--- src/rtl/hpdcache_ram_arb_pkg.sv ---
// -----------------------------------------------------------------------------
// hpdcache_ram_arb_pkg
//   Shared types and helpers for the 1RW SRAM arbiter.
//   - arb_state_e   : INIT (zero-fill sweep) / RUN (serving requesters)
//   - arb_cnt_width : counter/pointer width, $clog2(n) with a minimum of 1
// -----------------------------------------------------------------------------
package hpdcache_ram_arb_pkg;

    typedef enum logic {ARB_INIT, ARB_RUN} arb_state_e;

    function automatic int unsigned arb_cnt_width(input int unsigned n);
        return (n > 1) ? $clog2(n) : 1;
    endfunction

endpackage

--- src/rtl/hpdcache_rrarb.sv ---
// -----------------------------------------------------------------------------
// hpdcache_rrarb
//   Combinational round-robin arbiter with a registered priority pointer.
//   The search starts at the pointer and rotates upward modulo NREQ. After a
//   grant to g the pointer moves to (g+1) mod NREQ; with no grant it holds.
// Ports
//   clk_i   in   clock
//   rst_ni  in   asynchronous active-low reset (pointer -> 0)
//   req_i   in   NREQ  candidate vector
//   en_i    in   grant enable (no grant and no pointer update when low)
//   gnt_o   out  NREQ  one-hot or zero grant
// -----------------------------------------------------------------------------
module hpdcache_rrarb
    import hpdcache_ram_arb_pkg::*;
#(
    parameter int unsigned NREQ = 2
) (
    input  logic            clk_i,
    input  logic            rst_ni,
    input  logic [NREQ-1:0] req_i,
    input  logic            en_i,
    output logic [NREQ-1:0] gnt_o
);

    localparam int unsigned PTR_W = arb_cnt_width(NREQ);
    localparam logic [PTR_W:0] NREQ_EXT = (PTR_W + 1)'(NREQ);

    logic [PTR_W-1:0] ptr_q, ptr_d;
    logic [PTR_W:0]   sum;
    logic [PTR_W:0]   nxt;
    logic [PTR_W-1:0] idx;
    logic             found;

    always_comb begin
        gnt_o = '0;
        ptr_d = ptr_q;
        found = 1'b0;
        sum   = '0;
        nxt   = '0;
        idx   = '0;
        if (en_i) begin
            for (int k = 0; k < int'(NREQ); k++) begin
                // Rotated index (ptr + k) mod NREQ, computed one bit wider
                // so the wrap compare cannot overflow.
                sum = {1'b0, ptr_q} + (PTR_W + 1)'(k);
                if (sum >= NREQ_EXT) begin
                    sum = sum - NREQ_EXT;
                end
                idx = PTR_W'(sum);
                if (!found && req_i[idx]) begin
                    found      = 1'b1;
                    gnt_o[idx] = 1'b1;
                    nxt        = {1'b0, idx} + 1'b1;
                    ptr_d      = (nxt == NREQ_EXT) ? '0 : PTR_W'(nxt);
                end
            end
        end
    end

    always_ff @(posedge clk_i or negedge rst_ni) begin
        if (!rst_ni) begin
            ptr_q <= '0;
        end else begin
            ptr_q <= ptr_d;
        end
    end

endmodule

--- src/rtl/hpdcache_ram_1rw_arbiter.sv ---
// -----------------------------------------------------------------------------
// hpdcache_ram_1rw_arbiter
//   Shares one 1RW SRAM macro between NREQ requesters using round-robin
//   arbitration. Reads return data one cycle after grant on a shared data bus
//   qualified by a one-hot response valid.
//   Optional feature macro: HPDCACHE_RAM_ARB_INIT_EN
//     defined   : after reset the whole array is zero-written (DEPTH cycles)
//                 before any requester is served.
//     undefined : requesters are served from the first cycle after reset.
// Ports
//   clk_i, rst_ni              clock, asynchronous active-low reset
//   req_valid_i/req_ready_o    per-requester handshake (ready one-hot or zero)
//   req_we_i/addr/wdata/wmask  per-requester packed request fields
//   rsp_valid_o/rsp_rdata_o    one-hot read response valid, shared read data
//   ram_*                      SRAM macro interface (registered read data in)
//   init_done_o                high once the array is usable
// -----------------------------------------------------------------------------
module hpdcache_ram_1rw_arbiter
    import hpdcache_ram_arb_pkg::*;
#(
    parameter int unsigned NREQ      = 2,
    parameter int unsigned ADDR_SIZE = 6,
    parameter int unsigned DATA_SIZE = 64,
    parameter int unsigned DEPTH     = 2**ADDR_SIZE
) (
    input  logic                      clk_i,
    input  logic                      rst_ni,
    input  logic [NREQ-1:0]           req_valid_i,
    output logic [NREQ-1:0]           req_ready_o,
    input  logic [NREQ-1:0]           req_we_i,
    input  logic [NREQ*ADDR_SIZE-1:0] req_addr_i,
    input  logic [NREQ*DATA_SIZE-1:0] req_wdata_i,
    input  logic [NREQ*DATA_SIZE-1:0] req_wmask_i,
    output logic [NREQ-1:0]           rsp_valid_o,
    output logic [DATA_SIZE-1:0]      rsp_rdata_o,
    output logic                      ram_cs_o,
    output logic                      ram_we_o,
    output logic [ADDR_SIZE-1:0]      ram_addr_o,
    output logic [DATA_SIZE-1:0]      ram_wdata_o,
    output logic [DATA_SIZE-1:0]      ram_wmask_o,
    input  logic [DATA_SIZE-1:0]      ram_rdata_i,
    output logic                      init_done_o
);

    // Elaboration-time sanity check of the configuration.
    if (NREQ < 2 || DEPTH == 0 || DEPTH > (2**ADDR_SIZE)) begin : g_bad_cfg
        $error("hpdcache_ram_1rw_arbiter: invalid NREQ/DEPTH configuration");
    end

    logic                 run;
    logic                 init_active;
    logic [ADDR_SIZE-1:0] init_addr;
    logic                 arb_en;
    logic [NREQ-1:0]      gnt;
    logic [NREQ-1:0]      rsp_valid_q;

    // -------------------------------------------------------------------------
    // Optional zero-fill sweep
    // -------------------------------------------------------------------------
`ifdef HPDCACHE_RAM_ARB_INIT_EN
    localparam int unsigned         CNT_W    = arb_cnt_width(DEPTH);
    localparam logic [CNT_W-1:0]    CNT_LAST = CNT_W'(DEPTH - 1);

    arb_state_e       state_q, state_d;
    logic [CNT_W-1:0] cnt_q, cnt_d;

    always_comb begin
        state_d     = state_q;
        cnt_d       = cnt_q;
        init_active = 1'b0;
        case (state_q)
            ARB_INIT: begin
                init_active = 1'b1;
                // The last word is still written; the counter stops there.
                if (cnt_q == CNT_LAST) begin
                    state_d = ARB_RUN;
                end else begin
                    cnt_d = cnt_q + 1'b1;
                end
            end
            ARB_RUN: begin
                state_d = ARB_RUN;
            end
            default: begin
                state_d = ARB_INIT;
            end
        endcase
    end

    always_ff @(posedge clk_i or negedge rst_ni) begin
        if (!rst_ni) begin
            state_q <= ARB_INIT;
            cnt_q   <= '0;
        end else begin
            state_q <= state_d;
            cnt_q   <= cnt_d;
        end
    end

    assign run       = (state_q == ARB_RUN);
    assign init_addr = ADDR_SIZE'(cnt_q);
`else
    assign run         = 1'b1;
    assign init_active = 1'b0;
    assign init_addr   = '0;
`endif

    // -------------------------------------------------------------------------
    // Arbitration
    // -------------------------------------------------------------------------
    // Gating with rst_ni keeps the macro deselected while reset is held.
    assign arb_en = run & rst_ni;

    hpdcache_rrarb #(
        .NREQ (NREQ)
    ) i_rrarb (
        .clk_i  (clk_i),
        .rst_ni (rst_ni),
        .req_i  (req_valid_i),
        .en_i   (arb_en),
        .gnt_o  (gnt)
    );

    assign req_ready_o = gnt;

    // -------------------------------------------------------------------------
    // One-hot AND-OR request mux
    // -------------------------------------------------------------------------
    logic [NREQ-1:0]                 term_we;
    logic [NREQ-1:0][ADDR_SIZE-1:0]  term_addr;
    logic [NREQ-1:0][DATA_SIZE-1:0]  term_wdata;
    logic [NREQ-1:0][DATA_SIZE-1:0]  term_wmask;

    for (genvar gi = 0; gi < NREQ; gi++) begin : g_req_term
        assign term_we[gi]    = gnt[gi] & req_we_i[gi];
        assign term_addr[gi]  = {ADDR_SIZE{gnt[gi]}} & req_addr_i[gi*ADDR_SIZE +: ADDR_SIZE];
        assign term_wdata[gi] = {DATA_SIZE{gnt[gi]}} & req_wdata_i[gi*DATA_SIZE +: DATA_SIZE];
        assign term_wmask[gi] = {DATA_SIZE{gnt[gi]}} & req_wmask_i[gi*DATA_SIZE +: DATA_SIZE];
    end

    logic                 sel_we;
    logic [ADDR_SIZE-1:0] sel_addr;
    logic [DATA_SIZE-1:0] sel_wdata;
    logic [DATA_SIZE-1:0] sel_wmask;

    always_comb begin
        sel_we    = |term_we;
        sel_addr  = '0;
        sel_wdata = '0;
        sel_wmask = '0;
        for (int i = 0; i < int'(NREQ); i++) begin
            sel_addr  = sel_addr  | term_addr[i];
            sel_wdata = sel_wdata | term_wdata[i];
            sel_wmask = sel_wmask | term_wmask[i];
        end
    end

    assign ram_cs_o    = rst_ni & (init_active | (|gnt));
    assign ram_we_o    = init_active ? 1'b1 : sel_we;
    assign ram_addr_o  = init_active ? init_addr : sel_addr;
    assign ram_wdata_o = init_active ? '0 : sel_wdata;
    assign ram_wmask_o = init_active ? '1 : sel_wmask;

    // -------------------------------------------------------------------------
    // Read response: macro data arrives one cycle after the read grant.
    // -------------------------------------------------------------------------
    always_ff @(posedge clk_i or negedge rst_ni) begin
        if (!rst_ni) begin
            rsp_valid_q <= '0;
        end else begin
            rsp_valid_q <= gnt & ~req_we_i;
        end
    end

    assign rsp_valid_o = rsp_valid_q;
    assign rsp_rdata_o = ram_rdata_i;
    assign init_done_o = run;

endmodule

--- config.mk ---
export PLATFORM = sky130hd
export DESIGN_NAME = hpdcache_ram_1rw_arbiter
export DESIGN_NICKNAME = d
export VERILOG_FILES = /design/src/rtl/hpdcache_ram_arb_pkg.sv /design/src/rtl/hpdcache_rrarb.sv /design/src/rtl/hpdcache_ram_1rw_arbiter.sv
export SDC_FILE = /design/constraint.sdc
export NUM_CORES = 1
export LEC_CHECK = 0
export BUFFER_PORTS_ARGS = -buffer_cell sky130_fd_sc_hd__buf_2
export CORE_AREA = 10 10 202 204
export CTS_CLUSTER_DIAMETER = 60
export DETAILED_ROUTE_END_ITERATION = 12
export DIE_AREA = 0 0 212 214
export SETUP_SLACK_MARGIN = 0.4
export SLEW_MARGIN = 40
export SYNTH_ARGS = -nofsm -noshare
export SYNTH_HDL_FRONTEND = slang
export SYNTH_SLANG_ARGS = --single-unit
export TNS_END_PERCENT = 1
--- constraint.sdc ---
create_clock -name clk_i -period 2.84 [get_ports clk_i]
set_input_delay 0 -clock clk_i [delete_from_list [all_inputs] [get_ports clk_i]]
set_output_delay 0 -clock clk_i [all_outputs]
set_load 0.01 [all_outputs]
==> impl_summary.txt <==
----------------------------------------------------
[Status]
  Run status ... finished clean

[Global route]
  Via count of the first global-routing pass ... roughly 5400
  Remaining global-route overflow ... 0
  Largest net degree at the start of global routing ... between 80 and 90
  Global-route wire length before repair ... 31.62 mm
  Total GRT Usage ... 0.08526
  Antenna violations before repair ... 3

[CTS]
  Number of clock buffers inserted by TritonCTS ... 3
  Clock latency of the later-clocked register in the worst-skew pair ... 0.22 ns
  Clock Sinks ... 3
  Cts hold-fix bufs ... 2
  CTS tree ... yes
  Maximum clock insertion buffer count ... 2
  Clock-pin slew of the registers on the worst-case setup and hold paths ... roughly 0.030 ns
  Cells resized by post-CTS repair ... 0
  Cell at the root of the clock tree ... clkbuf_16
  H-Tree Depth ... 1
  Setup repair bufs after CTS ... 0

[Setup path]
  Worst setup EP type ... primary output
  Critical R2R Launch ... i_rrarb.ptr_q
  Arrival time reported for the critical path endpoint ... 1.71 ns
  Critical Path Start ... i_rrarb.ptr_q
  Slack of the worst reg-to-reg path ... 1.55 ns
  Critical Setup Path Class ... reg2out
  Critical-path maximum fanout ... 77
  CP Data Required Time ... 2.84 ns
  Cell depth of the worst flop-to-flop path ... 3
  Startpoint kind of the worst setup timing path ... flop
  Endpoint of the lowest-slack register-to-register path ... i_rrarb.ptr_q

[Placed design]
  Number of port buffers ... approximately 410
  Number of cells in the design after placement ... 1318
  Half-perimeter wire length of the detailed placement result ... 18.18 mm
  Cell Area, Placed ... slightly above 0.006 mm²
  Final Wtd Congestion ... roughly 0.9

[Timing]
  Worst Clk Skew ... around 0.0025 ns
  Final Max Slew Viols ... 0
  Max Freq ... between 500 and 600 MHz
  Slew at the pin closest to its max-slew limit ... 0.5891 ns
  Number of setup violations in the final report ... 0
  Slew headroom ... 0.6073
  Number of failing hold endpoints at the final stage ... 0
  Final total negative setup slack ... 0 ns
  Unrepaired setup endpoints after global routing ... false
  Post-route minimum period ... 1.705 ns
  Ratio of final minimum period to clock period ... 0.6004

[Routing]
  Detailed Route WL ... 21.68 mm
  Number of vias in the routed layout ... 5393
  Number of remaining DRC errors ... 0
  Remaining antenna violation count ... 0
  Average detailed-routed wire length per instance ... 16.37 µm
  Per-cell via count in the routed design ... 4.073
  First drt pass iteration count ... 5
  DRC marker count from the first detailed-route iteration ... roughly 420

[Logic synthesis]
  Number of instances in the synthesized netlist ... 560
  Mapped cell area ... 0.004213 mm²
  Number of flops mapped to enable cells by yosys ... 0
  Number of nets produced by synthesis ... about 900
  Synth Register Bits ... 3
  Unique cell type count in the Yosys netlist ... 16
  Number of warnings issued by yosys ... 0
  Most instantiated flip-flop cell in the synthesis netlist ... dfrtp_1
  Share of flip-flops with an asynchronous set or reset ... 1.000
  Sequential-to-total area share from yosys stat ... 0.01782
  Average footprint of a synthesized cell ... 7.523 µm²

[Die]
  Height of the die ... 214 µm
  Initial core utilization ... 0.1137
  Row count ... around 70
  Top-level port count ... ~540
  Std-Cell Core Area ... approximately 0.037 mm²
  Die width ... between 200 and 250 µm
  Die footprint ... 0.04537 mm²

[Hold path]
  HP Start ... ram_rdata_i[4]
  Hold Crit Class ... in2out
  Worst hold stages ... 0
  End point of the most critical hold path ... rsp_rdata_o[4]

[Pwr]
  Peak supply drop ... between 0.15 and 0.2 mV
  P_leak ... 2.943 nW
  Total power of the final layout ... roughly 1.4 mW
  Power Dens Cells ... 229.3 mW/mm²

[Flow run]
  Max cap viols ... 0

[Final layout]
  Fraction of layout cells with a size suffix above 1 ... 0.6447
  Layout fillers ... 4214
  Nets@finish ... 1189
  Commonest non-fill, non-tap cell in the layout ... buf_2
  Highest-count cells in the layout ignoring fill and taps ... 412 x buf_2, 271 x nand2_1, 118 x o32ai_2
  Final Non-Filler Cells ... around 1300
  Antenna Diode Count ... 0
  Cell area after layout ... 0.006183 mm²
  Area Overhead vs Synth ... 46.78%

----------------------------------------------------
metrics by stage:
step / setup WS, ns / hold slack [ns] / utilization
after floorplan: 1.711 / -0.2956 / -
after global placement: 1.443 / 0.00006862 / 0.1643
after detailed placement: 1.407 / 0.00006862 / 0.1643
after CTS: 1.161 / 0.00006862 / 0.1669
after global routing: 1.103 / 0.00001707 / 0.1669
final: 1.135 / 0.000003919 / 0.1669
layer usage:
| metal | up-vias | wire (µm) | GRT usage |
|---|---|---|---|
| met2 | 291 | 11180 | 0.1572 |
| met4 | 4 | 840 | 0.03428 |
| met5 | - | 27 | 0 |
| met3 | 70 | 2107 | 0.02368 |
| met1 | 2499 | 7518 | 0.08828 |
| li1 | 2529 | - | - |
worst max-delay path by stage:
stage                 endpoint  slack [ns]  cells after the start
6_report       ram_wdata_o[51]        1.13                      4
5_1_grt        ram_wdata_o[51]        1.10                      4
4_1_cts        ram_wdata_o[51]        1.16                      4
3_5_place_dp   ram_wdata_o[51]        1.41                      4
3_3_place_gp   ram_wdata_o[62]        1.44                      4
2_1_floorplan  ram_wmask_o[62]        1.71                      4
report_power, final:
group | leakage, nW | total, mW | internal, mW | switching (mW)
clock | 0.0382 | 0.224 | 0.185 | 0.0386
combinational | 2.87 | 1.14 | 0.488 | 0.654
sequential | 0.0393 | 0.0524 | 0.0471 | 0.00531
total | 2.94 | 1.42 | 0.720 | 0.698
synth_stat cells, types with 2 or more instances:
master    instances  area (µm²)
buf_4            79       593.1
clkbuf_1         11       41.29
buf_6            18       202.7
nand2_1         271        1017
o32ai_2         118        1919
inv_2             2       7.510
buf_1             3       11.26
buf_2            28       140.1
o32ai_1          17       148.9
nor2_1            4       15.01
dfrtp_1           3       75.07
nor3_1            2       10.01
cell type report:
class | instances | area, µm² | share of cell area
Sequential cell | 3 | 75.07 | 0.01214
Tap cell | 474 | 593.1 | 0.09591
Multi-Input combinational cell | 416 | 3153 | 0.5099
Timing Repair Buffer | 425 | 2271 | 0.3673
Clock buffer | 4 | 78.83 | 0.01275
Inverter | 2 | 12.51 | 0.002023
state kept, by name (all words and copies together) (netlist names):
register       flops
i_rrarb.ptr_q      1
rsp_valid_o        2
logic make-up (layout without fill, tap and decap cells):
| family | count (synthesis) | in the layout | synth area share |
|---|---|---|---|
| other cells | 1 | 1 | 0.0008901 |
| flops | 3 | 3 | 0.01782 |
| buf+inv | 141 | 431 | 0.2364 |
| compound gates | 137 | 137 | 0.4954 |
| simple gates | 278 | 278 | 0.2495 |
critical path, stage by stage (launching register included):
cell and delay (ns):
dfrtp_1 0.43, nor2b_4 0.19, buf_12 0.38, o32ai_2 0.17, buf_2 0.17
Note: power is estimated with default switching activity, not from simulation.
